===== config.mk =====
export PLATFORM = sky130hd
export DESIGN_NAME = pc_sequencer
export DESIGN_NICKNAME = d
export VERILOG_FILES = /design/src/rtl/pc_seq_pkg.sv /design/src/rtl/pc_ras.sv /design/src/rtl/pc_sequencer.sv
export SDC_FILE = /design/constraint.sdc
export NUM_CORES = 1
export LEC_CHECK = 0
export BUFFER_PORTS_ARGS = -buffer_cell sky130_fd_sc_hd__buf_2
export CORE_MARGIN = 2
export CORE_UTILIZATION = 32
export DETAILED_ROUTE_END_ITERATION = 10
export GPL_ROUTABILITY_DRIVEN = 0
export PLACE_DENSITY_LB_ADDON = 0.12
export SETUP_SLACK_MARGIN = 0.02
export SYNTH_ARGS = -nofsm -noshare
export SYNTH_HDL_FRONTEND = slang
export SYNTH_SLANG_ARGS = --single-unit

===== constraint.sdc =====
create_clock -name clk -period 3.5 [get_ports clk]
set_input_delay 0.525 -clock clk [delete_from_list [all_inputs] [get_ports clk]]
set_output_delay 0.525 -clock clk [all_outputs]
set_load 0.02 [all_outputs]

===== src/rtl/pc_seq_pkg.sv =====
// Shared definitions for the program-counter sequencer: control-flow op codes,
// sequencer states and the default address width.
package pc_seq_pkg;

    localparam int unsigned DefaultAw = 7;

    typedef enum logic [2:0] {
        OpSeq  = 3'd0,
        OpBr   = 3'd1,
        OpJmp  = 3'd2,
        OpCall = 3'd3,
        OpRet  = 3'd4,
        OpHalt = 3'd5
    } ctl_op_e;

    typedef enum logic {
        StRun,
        StHalt
    } state_e;

endpackage


===== src/rtl/pc_ras.sv =====
// Return-address stack: small LIFO with a 0..DEPTH pointer. A push while full or
// a pop while empty is ignored here; the caller flags those cases.
module pc_ras #(
    parameter int unsigned AW    = 7,
    parameter int unsigned DEPTH = 4
) (
    input  logic          clk,
    input  logic          reset,
    input  logic          push,
    input  logic          pop,
    input  logic [AW-1:0] data,
    output logic [AW-1:0] top,
    output logic          full,
    output logic          empty
);

    localparam int unsigned PW = $clog2(DEPTH + 1);
    localparam int unsigned IW = (DEPTH > 1) ? $clog2(DEPTH) : 1;

    logic [PW-1:0] ptr_q, ptr_d;
    logic [AW-1:0] mem_q [DEPTH];
    logic [AW-1:0] mem_d [DEPTH];
    logic [PW-1:0] top_ptr;

    assign full    = (ptr_q == PW'(DEPTH));
    assign empty   = (ptr_q == '0);
    assign top_ptr = ptr_q - PW'(1);
    assign top     = mem_q[top_ptr[IW-1:0]];

    always_comb begin
        ptr_d = ptr_q;
        mem_d = mem_q;
        if (push && !full) begin
            mem_d[ptr_q[IW-1:0]] = data;
            ptr_d                = ptr_q + PW'(1);
        end else if (pop && !empty) begin
            ptr_d = ptr_q - PW'(1);
        end
    end

    // Entry contents are left alone on reset; only the pointer defines validity.
    always_ff @(posedge clk) begin
        if (reset) begin
            ptr_q <= '0;
        end else begin
            ptr_q <= ptr_d;
        end
        mem_q <= mem_d;
    end

endmodule


===== src/rtl/pc_sequencer.sv =====
// Next-address controller for the program counter: sequential, branch, jump,
// call/return through a return-address stack, stall and halt/resume.
module pc_sequencer
    import pc_seq_pkg::*;
#(
    parameter int unsigned   AW        = DefaultAw,
    parameter int unsigned   RAS_DEPTH = 4,
    parameter logic [AW-1:0] RESET_PC  = AW'(1)
) (
    input  logic          clk,
    input  logic          reset,
    input  logic [AW-1:0] cur_pc,
    input  logic [2:0]    ctl_op,
    input  logic          br_taken,
    input  logic [AW-1:0] target,
    input  logic          stall,
    input  logic          resume,
    output logic [AW-1:0] next_pc,
    output logic          halted,
    output logic          ras_ovf,
    output logic          ras_unf
);

    state_e        state_q, state_d;
    logic          ovf_q, ovf_d;
    logic          unf_q, unf_d;
    logic          ras_push, ras_pop;
    logic          ras_full, ras_empty;
    logic [AW-1:0] ras_top;
    logic [AW-1:0] pc_inc;
    ctl_op_e       op;

    assign op     = ctl_op_e'(ctl_op);
    assign pc_inc = cur_pc + AW'(1);

    pc_ras #(
        .AW    (AW),
        .DEPTH (RAS_DEPTH)
    ) u_ras (
        .clk   (clk),
        .reset (reset),
        .push  (ras_push),
        .pop   (ras_pop),
        .data  (pc_inc),
        .top   (ras_top),
        .full  (ras_full),
        .empty (ras_empty)
    );

    always_comb begin
        state_d  = state_q;
        ovf_d    = ovf_q;
        unf_d    = unf_q;
        ras_push = 1'b0;
        ras_pop  = 1'b0;
        next_pc  = cur_pc;
        if (reset) begin
            next_pc = RESET_PC;
        end else if (state_q == StHalt) begin
            if (resume && !stall) begin
                next_pc = pc_inc;
                state_d = StRun;
            end
        end else if (!stall) begin
            case (op)
                // Same-width add wraps, so the offset behaves as sign-extended.
                OpBr:    next_pc = br_taken ? pc_inc + target : pc_inc;
                OpJmp:   next_pc = target;
                OpCall: begin
                    next_pc = target;
                    if (ras_full) ovf_d = 1'b1;
                    else          ras_push = 1'b1;
                end
                OpRet: begin
                    if (ras_empty) begin
                        next_pc = pc_inc;
                        unf_d   = 1'b1;
                    end else begin
                        next_pc = ras_top;
                        ras_pop = 1'b1;
                    end
                end
                OpHalt:  state_d = StHalt;
                default: next_pc = pc_inc;
            endcase
        end
    end

    always_ff @(posedge clk) begin
        if (reset) begin
            state_q <= StRun;
            ovf_q   <= 1'b0;
            unf_q   <= 1'b0;
        end else begin
            state_q <= state_d;
            ovf_q   <= ovf_d;
            unf_q   <= unf_d;
        end
    end

    assign halted  = (state_q == StHalt);
    assign ras_ovf = ovf_q;
    assign ras_unf = unf_q;

endmodule


==> qor.yml, run 1 <==
clk_latency_ps: 280
max_clock_freq_ghz: 0.3023
clkPwrFrac_pct: 35.2
p_sw_share_pct: 27.12
worstSetupEndpoint: "next_pc[6]"
cts_setup_buffers: 0
dieArea_um2: 8376
power.total_uw: 1008
setup_violations: 0
async_reset_ff_share_pct: 0
viasPerCell: 5.407
rsz0062_at_grt: "no"
cts_buffer_depth: 2
synthCells: 222
reg2reg_depth: 3
vdd_drop_max_uv: 146.0
track_usage_pct: 15.88
tns_ps: 0
power_frac_comb_pct: 20.7
die_x_um: 91.52
syn_avg_cell_area_um2: 11.04
setup_ws_ps: 192.6
antenna_cells: 0
vias: 1898
ys_seq_area_share_pct: 39.20
drt_iter0_drc: 81
finClkSkew_ps: 5.287
synth_cell_type_count: 66
cts_hold_buf: 0
grt_pass1_vias: 1863
p_int_uw: 734.6
dr.pass1.iters: 4
wl_mm: 6.500
synth_top_area_share_pct: 34.30
critical_path_class: "in -> out"
worst-path-max-fanout: 8
start_util_pct: 33.44
r2r_end: "u_ras.mem_q[6]"
pin_count: 32
p_leak_uw: 0.001037
synth_area_leaders: "edfxtp_1, ha_1, mux4_1"
cts-root-buf: "clkbuf_8"
layout_worst_path_cycle_share_pct: 94.50
reg2reg_from: "halted"
drc: 0
drtAntennaViolNets: 0
synth_area_um2: 2451
coreArea_um2: 7331
min_path_type: "reg -> reg"
tritoncts: "yes"
maxSlewViolCount: 0
worstSetupEndpointType: "output pin"
grt_pass1_wl_mm: 10.21
place_ws_ps: 176.6
hold_violations: 0
critPathLaunch: "cur_pc[2]"
cp_data_arrival_time_ps: 2780
ys_ff_latch: 34
cts-buffers-inserted: 5
start_kind: "primary input"
rows: 31
yosysWarnings: 0
finalCriticalPeriod_ps: 3307
numPortBuffers: 31
rrSetupSlack_ps: 1340
cp.required_ps: 2970
ctsResizeCount: 0
gr-total-overflow: 0
clk_pin_slew_worst_paths_ps: 70
max_slew_margin_pct: 39.46
synth_ff_type: "edfxtp_1"
final_nets: 286
fin_area_um2: 2790
place_hpwl_mm: 4.974
syn_nets: 257
synth_edf_count: 28
htreeDepth: 2
p_seq_share_pct: 44.2
synth_area_leader_cell: "edfxtp_1"
die_h_um: 91.52
worst_pin_slew_ps: 906.9
pwr_density_cell_nw_per_um2: 361.2
drive_above_1_share_pct: 22.62
final_cell_mix: "buf_2, edfxtp_1, a21oi_1"
syn2layout_area_growth_pct: 13.83
cts_sinks: 34
place_area_um2: 2656
wl_per_cell_um: 18.52
status: "finished, final reports clean"
hold_ws_ps: 480.3
final_common_cell: "buf_2"
cap_viol_max_count: 0
grt_antenna_before_repair: 0
switchingPower_uw: 273.3
grt_max_degree: 23
## flip-flops by register name (all words and copies together) (netlist names)
register     cells
halted           1
ras_ovf          1
ras_unf          1
u_ras.mem_q     28
u_ras.ptr_q      3
## per-stage QoR
step                std cells  util, %
finish                    351    38.06
global route              351    38.06
CTS                       351    37.79
detailed placement        343    36.23
global placement          343    36.23
floorplan                 222        -
## synth_stat cells, types with 3 or more instances
cell       n
and2_1     5
a21o_1     3
a221oi_1   4
buf_2      4
o21ai_0    6
mux4_1     5
edfxtp_1  28
inv_1      9
ha_1      12
nand2_1   12
nor2b_1    5
nor3_1     5
nand2b_1   4
nand3_1    8
dfxtp_1    6
a21oi_1   16
xor2_1     8
buf_6      5
xnor2_1    5
nor2_1    12
a211oi_1   3
## power by group through the flow
stage               logic, uW  registers [uW]  clock network, uW
floorplan                 138             453                  0
global placement          205             454                  0
detailed placement        203             454                  0
CTS                       204             445                368
global route              228             445                381
finish                    208             445                355
## metal layers
metal	share of wire (%)	vias to the layer above	GRT usage [%]
li1	-	923	-
met1	46	925	20.95
met2	48	40	25.80
met3	3.7	10	2.988
met4	2.3	0	5.934
met5	0	-	0
## worst max-delay path, cell delays in order
cell and delay, ps:
buf_2 170, nand3_1 150, or3_1 360, nand2_2 140, ha_1 280, o32ai_1 330, nor4_2 90, or4_1 400
a31oi_1 160, buf_2 180
## worst min path at each step
stage,startpoint,to,slack (ps),cells after the start
after floorplan,u_ras.ptr_q[2],u_ras.ptr_q[2],530,2
after global placement,ras_unf,ras_unf,450,2
after detailed placement,ras_ovf,ras_ovf,470,2
after CTS,ras_ovf,ras_ovf,490,2
after global routing,ras_unf,ras_unf,510,2
final,ras_ovf,ras_ovf,480,2
## kinds of logic after synthesis
| kind of cell | synth area share (%) |
|---|---|
| adders and majority gates | 6.942 |
| muxes | 8.474 |
| and+or+nand+nor | 16.64 |
| AOI/OAI and AO/OA | 18.17 |
| xor gates and xnor gates | 4.645 |
| DFF | 39.20 |
| buffers and inverters | 5.921 |
## final cells by class
cell class | instances | area, um^2
fill | 736 | 4541
multi-input combinational | 165 | 1365
sequential | 34 | 960.9
timing repair buffer | 36 | 192.7
tap | 99 | 123.9
clock buffer | 5 | 68.82
clock inverter | 3 | 45.04
inverter | 9 | 33.78
Note: power is estimated with default switching activity, not from simulation.
==> run 2, diff against run 1 <==
BUFFER_PORTS_ARGS = -buffer_cell sky130_fd_sc_hd__buf_4   (was -buffer_cell sky130_fd_sc_hd__buf_2)
CORE_ASPECT_RATIO = 1.25   (was not set)
==> qor.yml, run 2 (same netlist as run 1, synthesis figures left out) <==
status: "finished, final reports clean"
final_cell_mix: "buf_4, edfxtp_1, a21oi_1"
met2_length_mm: 3.425
worst-path-max-fanout: 6
rows: 35
drtAntennaViolNets: 0
vdd_drop_max_uv: 235.3
start_kind: "primary input"
setup_ws_ps: 155.3
cts_hold_buf: 0
cts-buffers-inserted: 5
start_util_pct: 33.12
syn2layout_area_growth_pct: 16.74
antenna_cells: 0
die_x_um: 82.28
power.total_uw: 1011
drive_above_1_share_pct: 22.53
min_path_type: "reg -> reg"
max_slew_margin_pct: 44.82
track_usage_pct: 16.88
viasPerCell: 5.548
wl_per_cell_um: 19.12
nFillCells: 733
finClkSkew_ps: 1.288
numPortBuffers: 31
wl_mm: 6.598
finalCriticalPeriod_ps: 3345
rsz0062_at_grt: "no"
max_clock_freq_ghz: 0.2990
cp.required_ps: 2970
dr.pass1.iters: 4
worst_pin_slew_ps: 826.6
critical_path_class: "in -> out"
top_register: "u_ras.mem_q"
die_h_um: 101.9
top_layer_used: "met4"
maxSlewViolCount: 0
grt_pass1_wl_mm: 10.38
layout_worst_path_cycle_share_pct: 95.56
drt-met1-wl_mm: 2.686
tritoncts: "yes"
coreArea_um2: 7401
utilization_pct: 38.66
worstSetupEndpointType: "output pin"
cap_viol_max_count: 0
drt_iter0_drc: 81
place_ws_ps: 127.9
htreeDepth: 2
final_common_cell: "buf_4"
seq_area_um2: 960.9
multiInputGateArea_um2: 1368
cts_sinks: 34
final_nets: 287
dieArea_um2: 8380
place_hpwl_mm: 5.099
clk_latency_ps: 280
pin_count: 32
vias: 1914
setup_violations: 0
cts-root-buf: "clkbuf_8"
gr-total-overflow: 0
grt_antenna_before_repair: 0
cp_data_arrival_time_ps: 2820
grt_max_degree: 23
largest_reg_flops: 28
clk_pin_slew_worst_paths_ps: 60
drc: 0
hold_violations: 0
tns_ps: 0
pwr_density_cell_nw_per_um2: 353.4
cts_buffer_depth: 2
dr_wl_met3_um: 240
reg_top3: "u_ras.mem_q x28, u_ras.ptr_q x3"
hold_ws_ps: 481.8
p_leak_uw: 0.001063
grt_pass1_vias: 1992
run 2: repair_timing:
| action | in CTS | in global routing |
|---|---|---|
| setup endpoints to repair | 0 | 1 |
| resized for setup | 0 | 6 |
| buffers inserted | 0 | 0 |
run 2: path summary, 6_finish.rpt:
kind / endpoint / slack (ps) / startpoint / depth (start not counted)
setup / recovery: next_pc[6] / 160 / cur_pc[0] / 9
hold / removal: ras_unf / 480 / ras_unf / 2
setup reg to reg: u_ras.mem_q[3] / 1410 / halted / 3
hold reg to reg: ras_unf / 480 / ras_unf / 2
run 2: layout make-up:
class / instances / share of cell area (%)
Clock buffer: 7 / 2.667
Clock inverter: 1 / 1.049
Inverter: 9 / 1.181
Multi-Input combinational cell: 165 / 47.79
Sequential cell: 34 / 33.58
Tap cell: 92 / 4.023
Timing Repair Buffer: 37 / 9.707
run 2: report_power, final:
part	total, uW	internal (uW)	leakage, uW	switching [uW]
combinational	223	94.2	0.000711	129
sequential	445	442	0.000300	2.87
clock	343	213	0.0000524	131
run 2: per-layer routing:
metal / global-route usage [%] / vias up
li1: - / 928
met1: 19.48 / 926
met2: 29.65 / 45
met3: 2.650 / 15
met4: 8.718 / 0
met5: 0 / -
run 2: through the flow:
step,std cells,instance area [um^2]
after global placement,337,2733
after CTS,345,2839
after detailed placement,337,2733
after global routing,345,2861
final,345,2861
after floorplan,222,2451
run 2: worst max-delay path, stage by stage:
cell      delay (ps)
buf_4            130
ha_2             300
fa_1             440
a21oi_1          340
o2111a_1         270
nor4_2            60
or4_1            400
a31oi_1          190
buf_4            170
